**src/rtl/ps2_pkg.sv**
```systemverilog
// Shared PS/2 definitions used by the host transmitter and the receiver.
package ps2_pkg;

  // Keyboard command bytes and the device acknowledge response.
  localparam logic [7:0] CMD_SET_LED = 8'hED;
  localparam logic [7:0] CMD_RESET   = 8'hFF;
  localparam logic [7:0] CMD_ENABLE  = 8'hF4;
  localparam logic [7:0] RSP_ACK     = 8'hFA;

  // Cycle counter must hold the 15 ms start window at 100 MHz.
  localparam int CNT_W     = 21;
  localparam int BIT_CNT_W = 4;

  // Result reported alongside done.
  typedef enum logic [1:0] {
    ERR_OK       = 2'd0,
    ERR_START_TO = 2'd1,
    ERR_XFER_TO  = 2'd2,
    ERR_NACK     = 2'd3
  } ps2_err_e;

  typedef enum logic [2:0] {
    ST_IDLE       = 3'd0,
    ST_INHIBIT    = 3'd1,
    ST_RELEASE    = 3'd2,
    ST_WAIT_FIRST = 3'd3,
    ST_SHIFT      = 3'd4,
    ST_ACK        = 3'd5,
    ST_WAIT_IDLE  = 3'd6,
    ST_FINISH     = 3'd7
  } ps2_tx_state_e;

  // Host frame payload: {odd parity, data}; data leaves LSB first.
  function automatic logic [8:0] ps2_frame(input logic [7:0] data);
    return {~^data, data};
  endfunction

endpackage

```
**src/rtl/ps2_line_filter.sv**
```systemverilog
// PS/2 pin conditioner: two-flop synchronizer, FILTER_LEN-sample glitch
// filter, and falling-edge detect on the filtered level.
// FILTER_LEN must be at least 2. Filtered level idles high out of reset.
module ps2_line_filter #(
  parameter int FILTER_LEN = 8
) (
  input  logic i_clk,
  input  logic i_rst_n,
  input  logic i_pin,
  output logic o_level,
  output logic o_fall
);

  logic [1:0]            r_sync;
  logic [FILTER_LEN-1:0] r_hist;
  logic                  r_level;
  logic                  r_level_d;

  // Synchronize the pin, keep a sample history, and move the level only
  // when the whole history agrees.
  always_ff @(posedge i_clk) begin
    if (!i_rst_n) begin
      r_sync    <= '1;
      r_hist    <= '1;
      r_level   <= 1'b1;
      r_level_d <= 1'b1;
    end else begin
      r_sync    <= {r_sync[0], i_pin};
      r_hist    <= {r_hist[FILTER_LEN-2:0], r_sync[1]};
      if (&r_hist) begin
        r_level <= 1'b1;
      end else if (~|r_hist) begin
        r_level <= 1'b0;
      end
      r_level_d <= r_level;
    end
  end

  assign o_level = r_level;
  assign o_fall  = r_level_d & ~r_level;

endmodule

```
**src/rtl/ps2_host_tx.sv**
```systemverilog
// PS/2 host-to-device command transmitter (open-drain request-to-send).
//
//   state       | meaning
//   ------------+--------------------------------------------------------
//   IDLE        | lines released, ready for a command byte
//   INHIBIT     | clock held low; data pulled low on the final cycle
//   RELEASE     | one cycle with both lines low, then clock released
//   WAIT_FIRST  | waiting for the device to start clocking
//   SHIFT       | presenting data bits and parity on device falling edges
//   ACK         | stop bit released, sampling the device ACK on fall 11
//   WAIT_IDLE   | waiting for the device to release both lines
//   FINISH      | one-cycle done pulse with the result code
//
// INHIBIT_CYCLES must comfortably exceed the filter latency (FILTER_LEN+3)
// so the falling edge caused by our own inhibit lands while the FSM is
// still in INHIBIT, where edges are not consumed.
module ps2_host_tx
  import ps2_pkg::*;
#(
  parameter int INHIBIT_CYCLES = 10000,
  parameter int START_TIMEOUT  = 1500000,
  parameter int XFER_TIMEOUT   = 200000,
  parameter int FILTER_LEN     = 8
) (
  input  logic       clk_100mhz,
  input  logic       rst_n,
  input  logic       tx_valid,
  input  logic [7:0] tx_data,
  output logic       tx_ready,
  output logic       busy,
  output logic       done,
  output logic [1:0] err_code,
  input  logic       ps2_clk_in,
  input  logic       ps2_data_in,
  output logic       ps2_clk_oe,
  output logic       ps2_data_oe
);

  localparam logic [CNT_W-1:0] LP_INH_LAST   = CNT_W'(INHIBIT_CYCLES - 1);
  localparam logic [CNT_W-1:0] LP_INH_PRE    = CNT_W'(INHIBIT_CYCLES - 2);
  localparam logic [CNT_W-1:0] LP_START_LAST = CNT_W'(START_TIMEOUT - 1);
  localparam logic [CNT_W-1:0] LP_XFER_LAST  = CNT_W'(XFER_TIMEOUT - 1);
  localparam logic             LP_INH_ONE    = (INHIBIT_CYCLES == 1);

  ps2_tx_state_e          r_state, w_state_nxt;
  logic [CNT_W-1:0]       r_cnt, w_cnt_nxt, w_cnt_inc;
  logic [BIT_CNT_W-1:0]   r_bit_cnt, w_bit_cnt_nxt;
  logic [8:0]             r_shreg, w_shreg_nxt;
  ps2_err_e               r_err, w_err_nxt;
  logic                   r_clk_oe, w_clk_oe_nxt;
  logic                   r_data_oe, w_data_oe_nxt;
  logic                   r_done, w_done_nxt;
  logic [1:0]             r_err_code;

  logic w_clk_lvl, w_clk_fall;
  logic w_data_lvl;
  // Data edges are not needed on the transmit side.
  logic w_data_fall_unused;
  logic w_xfer_to;

  ps2_line_filter #(.FILTER_LEN(FILTER_LEN)) u_clk_filt (
    .i_clk   (clk_100mhz),
    .i_rst_n (rst_n),
    .i_pin   (ps2_clk_in),
    .o_level (w_clk_lvl),
    .o_fall  (w_clk_fall)
  );

  ps2_line_filter #(.FILTER_LEN(FILTER_LEN)) u_data_filt (
    .i_clk   (clk_100mhz),
    .i_rst_n (rst_n),
    .i_pin   (ps2_data_in),
    .o_level (w_data_lvl),
    .o_fall  (w_data_fall_unused)
  );

  // Saturating cycle counter increment; never wraps.
  assign w_cnt_inc = (r_cnt == '1) ? r_cnt : r_cnt + CNT_W'(1);
  assign w_xfer_to = (r_cnt >= LP_XFER_LAST);

  // Next-state and next-output decode; line drives and done are registered
  // so the pins never glitch.
  always_comb begin
    w_state_nxt   = r_state;
    w_cnt_nxt     = w_cnt_inc;
    w_bit_cnt_nxt = r_bit_cnt;
    w_shreg_nxt   = r_shreg;
    w_err_nxt     = r_err;
    w_clk_oe_nxt  = 1'b0;
    w_data_oe_nxt = r_data_oe;
    w_done_nxt    = 1'b0;

    unique case (r_state)
      ST_IDLE: begin
        w_cnt_nxt     = '0;
        w_data_oe_nxt = 1'b0;
        if (tx_valid) begin
          w_state_nxt   = ST_INHIBIT;
          w_shreg_nxt   = ps2_frame(tx_data);
          w_bit_cnt_nxt = '0;
          w_err_nxt     = ERR_OK;
          w_clk_oe_nxt  = 1'b1;
          w_data_oe_nxt = LP_INH_ONE;
        end
      end

      ST_INHIBIT: begin
        w_clk_oe_nxt = 1'b1;
        if (r_cnt == LP_INH_LAST) begin
          w_state_nxt   = ST_RELEASE;
          w_data_oe_nxt = 1'b1;
        end else if (r_cnt == LP_INH_PRE) begin
          // Registered drive: raising it now puts the start bit on the
          // final inhibit cycle.
          w_data_oe_nxt = 1'b1;
        end
      end

      ST_RELEASE: begin
        w_data_oe_nxt = 1'b1;
        w_cnt_nxt     = '0;
        w_state_nxt   = ST_WAIT_FIRST;
      end

      ST_WAIT_FIRST: begin
        if (w_clk_fall) begin
          w_data_oe_nxt = ~r_shreg[0];
          w_shreg_nxt   = {1'b0, r_shreg[8:1]};
          w_bit_cnt_nxt = BIT_CNT_W'(1);
          w_cnt_nxt     = '0;
          w_state_nxt   = ST_SHIFT;
        end else if (r_cnt >= LP_START_LAST) begin
          w_err_nxt     = ERR_START_TO;
          w_data_oe_nxt = 1'b0;
          w_done_nxt    = 1'b1;
          w_state_nxt   = ST_FINISH;
        end
      end

      ST_SHIFT: begin
        if (w_clk_fall) begin
          w_bit_cnt_nxt = r_bit_cnt + BIT_CNT_W'(1);
          if (r_bit_cnt == BIT_CNT_W'(9)) begin
            w_data_oe_nxt = 1'b0;
            w_state_nxt   = ST_ACK;
          end else begin
            w_data_oe_nxt = ~r_shreg[0];
            w_shreg_nxt   = {1'b0, r_shreg[8:1]};
          end
        end else if (w_xfer_to) begin
          w_err_nxt     = ERR_XFER_TO;
          w_data_oe_nxt = 1'b0;
          w_done_nxt    = 1'b1;
          w_state_nxt   = ST_FINISH;
        end
      end

      ST_ACK: begin
        if (w_clk_fall) begin
          w_err_nxt   = w_data_lvl ? ERR_NACK : ERR_OK;
          w_state_nxt = ST_WAIT_IDLE;
        end else if (w_xfer_to) begin
          w_err_nxt     = ERR_XFER_TO;
          w_data_oe_nxt = 1'b0;
          w_done_nxt    = 1'b1;
          w_state_nxt   = ST_FINISH;
        end
      end

      ST_WAIT_IDLE: begin
        if (w_clk_lvl && w_data_lvl) begin
          w_done_nxt  = 1'b1;
          w_state_nxt = ST_FINISH;
        end else if (w_xfer_to) begin
          w_err_nxt     = ERR_XFER_TO;
          w_data_oe_nxt = 1'b0;
          w_done_nxt    = 1'b1;
          w_state_nxt   = ST_FINISH;
        end
      end

      ST_FINISH: begin
        w_data_oe_nxt = 1'b0;
        w_state_nxt   = ST_IDLE;
      end

      default: begin
        w_data_oe_nxt = 1'b0;
        w_state_nxt   = ST_IDLE;
      end
    endcase
  end

  // State, counters and registered outputs; reset releases both lines at once.
  always_ff @(posedge clk_100mhz) begin
    if (!rst_n) begin
      r_state    <= ST_IDLE;
      r_cnt      <= '0;
      r_bit_cnt  <= '0;
      r_shreg    <= '0;
      r_err      <= ERR_OK;
      r_clk_oe   <= 1'b0;
      r_data_oe  <= 1'b0;
      r_done     <= 1'b0;
      r_err_code <= ERR_OK;
    end else begin
      r_state    <= w_state_nxt;
      r_cnt      <= w_cnt_nxt;
      r_bit_cnt  <= w_bit_cnt_nxt;
      r_shreg    <= w_shreg_nxt;
      r_err      <= w_err_nxt;
      r_clk_oe   <= w_clk_oe_nxt;
      r_data_oe  <= w_data_oe_nxt;
      r_done     <= w_done_nxt;
      r_err_code <= w_done_nxt ? w_err_nxt : ERR_OK;
    end
  end

  assign tx_ready    = (r_state == ST_IDLE);
  assign busy        = (r_state != ST_IDLE);
  assign done        = r_done;
  assign err_code    = r_err_code;
  assign ps2_clk_oe  = r_clk_oe;
  assign ps2_data_oe = r_data_oe;

endmodule
```
**config.mk**
```make
export PLATFORM = sky130hd
export DESIGN_NAME = ps2_host_tx
export DESIGN_NICKNAME = d
export VERILOG_FILES = /design/src/rtl/ps2_pkg.sv /design/src/rtl/ps2_line_filter.sv /design/src/rtl/ps2_host_tx.sv
export SDC_FILE = /design/constraint.sdc
export NUM_CORES = 1
export LEC_CHECK = 0
export CORE_UTILIZATION = 54
export DETAILED_ROUTE_END_ITERATION = 6
export HOLD_SLACK_MARGIN = 0.06
export PLACE_DENSITY = 0.77
export RECOVER_POWER = 25
export SYNTH_ARGS = -nofsm -noshare
export SYNTH_HDL_FRONTEND = slang
export SYNTH_HIERARCHICAL = 1
export SYNTH_SLANG_ARGS = --single-unit
export TNS_END_PERCENT = 10
```
**constraint.sdc**
```tcl
create_clock -name clk_100mhz -period 1.8 [get_ports clk_100mhz]
set_input_delay 0.27 -clock clk_100mhz [delete_from_list [all_inputs] [get_ports clk_100mhz]]
set_output_delay 0.27 -clock clk_100mhz [all_outputs]
set_load 0.01 [all_outputs]
```
==> summary.txt <==
Status
  – Status: complete, but fails checks
  – Failing checks: DRC, setup timing

Hold path
  – Worst hold path class: reg -> reg

Setup path
  – CP Class: reg -> reg
  – Crit path capture: r_state[1]
  – WP depth: 6
  – Largest delay contributor family on the critical path: simple AND/OR/NAND/NOR gates
  – Cells along the critical path: buf_4, or4_4, nor4_4, a21oi_2, a21o_1, a2111oi_4
  – Reg-to-Reg End: r_state[1]
  – Buf+Inv Stages, Crit Path: 1
  – Crit path DAT: a little over 2 ns
  – Worst setup path startpoint: r_cnt[13]
  – CP startpoint kind: register
  – CP Capture Type: register
  – Reg2reg setup slack: -0.004 ns
  – CP peak stage delay: roughly 0.42 ns
  – Worst-path fanout max: 6
  – Slowest-stage cell, CP: or4_4
  – Reg2reg start: r_cnt[13]
  – Worst r2r path cells: 6
  – Worst EP required: around 2 ns

Drt
  – DRC: 1
  – Post-route ant nets: 0
  – Via density: roughly 6.1
  – Via count: ~3400
  – Routed wl met2: roughly 4200 µm
  – Initial DRC Count: 412
  – Met3 WL: around 670 µm
  – Routed len/inst: 16.13 µm
  – DR top layer: met4
  – DRT met1 WL: between 4000 and 5000 µm
  – Pre-Repair DR Iteration Count: 7
  – Drt total wl: about 9100 µm

Floorplan
  – Core Area: 6459 µm²
  – Die ar.: ~7200 µm²
  – Die H: about 85 µm
  – Die X: 84.64 µm
  – Initial core utilization: a little under three fifths
  – # IOs: 20
  – Row count: 29

Global route
  – Tot GR Track Use: around a quarter
  – First-pass GRT wire length: about 15000 µm
  – Largest net degree at the start of global routing: 26
  – Initial antenna violation count: 0
  – Grt total ovfl: 0
  – Vias in the first global route: about 3200

Power
  – Pwr/cell area: 697.0 nW/µm²
  – VDD IR-drop max: between 0.0006 and 0.0007 V
  – Static leakage: between 1.5 and 2 nW

Finish
  – Fraction of layout cells with a size suffix above 1: around 27%
  – Final cell count without fillers: 566
  – Synthesis-to-layout area growth: 26.03%
  – ANT cells: 0
  – NumNets Final: 501

STA
  – WHS: roughly 0.41 ns
  – Final Skew: 0.01068 ns
  – Measured slew at the worst slew-check pin: about 0.96 ns
  – Setup slack after layout: -0.004442 ns
  – Endpoints failing setup: 1
  – Slew Limit Fails: 0
  – Final Cycle Share: 100.2%
  – Final hold vios: 0
  – Max Freq: around 550 MHz
  – Max_slew headroom: 36.02%
  – RSZ-0062 raised after global routing: true
  – Min Tclk post-route: around 1.8 ns

Clock network
  – Clock transition at path regs: around 0.08 ns
  – Clock root buffer: clkbuf_8
  – CTS Sinks: 67
  – Worst-Skew Late Latency: between 0.3 and 0.4 ns
  – Total CTS buffers: 9
  – Clock tree from TritonCTS: yes
  – CTS hold repair buffers: 0
  – H-tree levels: 3
  – CTS max path bufs: 2

Yosys
  – Mean Syn Cell Area: 8.842 µm²
  – Mapped cell area: roughly 3700 µm²
  – Ys Warns: 6
  – Mapped Nets: approximately 430
  – Post-Synthesis Cells: between 400 and 500

Placed design
  – # placed instances: 550
  – Final Wtd Congestion: between 0.9 and 1
  – DPL Wire Length: roughly 6600 µm
  – I/O Buffers: 19

Job
  – Max-cap viol count: 0
==> per-layer routing <==
layer | track usage, % | vias to the layer above
li1 | - | 1663
met5 | 0 | -
met1 | 36.41 | 1620
met4 | 7.858 | 0
met2 | 40.95 | 143
met3 | 4.720 | 17
==> where the power goes <==
part,leakage [nW],switching [mW],internal (mW)
sequential,0.552,0.0320,1.52
combinational,1.01,0.164,0.164
clock,0.112,0.628,0.734
total,1.68,0.824,2.42
==> flip-flops by register name, indices dropped and copies added (netlist names), 2 cells and up <==
name                flops
r_cnt                  21
r_shreg                 9
u_clk_filt/r_hist       8
u_data_filt/r_hist      8
r_bit_cnt               4
r_state                 3
err_code                2
r_err                   2
u_clk_filt/r_sync       2
u_data_filt/r_sync      2
==> worst min-delay path by stage <==
stage                                      from  cells after the start               endpoint  slack, ns
after floorplan                           rst_n                      1   u_clk_filt/r_hist[2]       0.34
final                      u_clk_filt/r_sync[1]                      1   u_clk_filt/r_hist[0]       0.41
after CTS                  u_clk_filt/r_sync[1]                      1   u_clk_filt/r_hist[0]       0.41
after global routing       u_clk_filt/r_sync[1]                      1   u_clk_filt/r_hist[0]       0.42
after detailed placement  u_data_filt/r_sync[1]                      1  u_data_filt/r_hist[0]       0.39
after global placement     u_clk_filt/r_sync[1]                      1   u_clk_filt/r_hist[0]       0.39
==> layout by cell type (no fill, tap or decap), types with 9 or more instances in the layout <==
cell	count
nand2_1	24
xnor2_1	14
nand4_1	14
dfxtp_1	56
clkbuf_8	9
clkdlybuf4s50_1	17
buf_4	63
xor2_1	10
a21oi_1	19
nor2_1	41
inv_1	11
a211oi_1	14
nand2b_1	27
==> through the flow <==
stage / util (%) / setup TNS, ns / worst slack (ns) / area (µm²) / power (mW)
2_1_floorplan: - / 0 / 0.009364 / 3711 / 1.766
3_3_place_gp: 67.03 / 0 / 0.01414 / 4329 / 1.899
3_5_place_dp: 67.03 / -0.1072 / -0.06551 / 4329 / 1.906
4_1_cts: 70.73 / -0.004994 / -0.004994 / 4568 / 3.255
5_1_grt: 71.95 / -0.8347 / -0.1123 / 4647 / 3.355
6_report: 71.95 / -0.004442 / -0.004442 / 4647 / 3.239
==> timing repair <==
action | in CTS | in global routing
setup endpoints to repair | 7 | 22
setup buffers | 0 | 0
pin swaps | 1 | 4
endpoints found under the hold margin | 0 | 0
resized for setup | 13 | 20
==> layout make-up <==
cell class                 count  area (µm²)
inverter                      14       52.55
fill                         478        1812
multi-input combinational    306        2196
clock buffer                  10       148.9
timing repair buffer          86       715.7
sequential                    67        1368
tap                           77       96.34
clock inverter                 6       70.07
(Power assumes the default switching activity.)
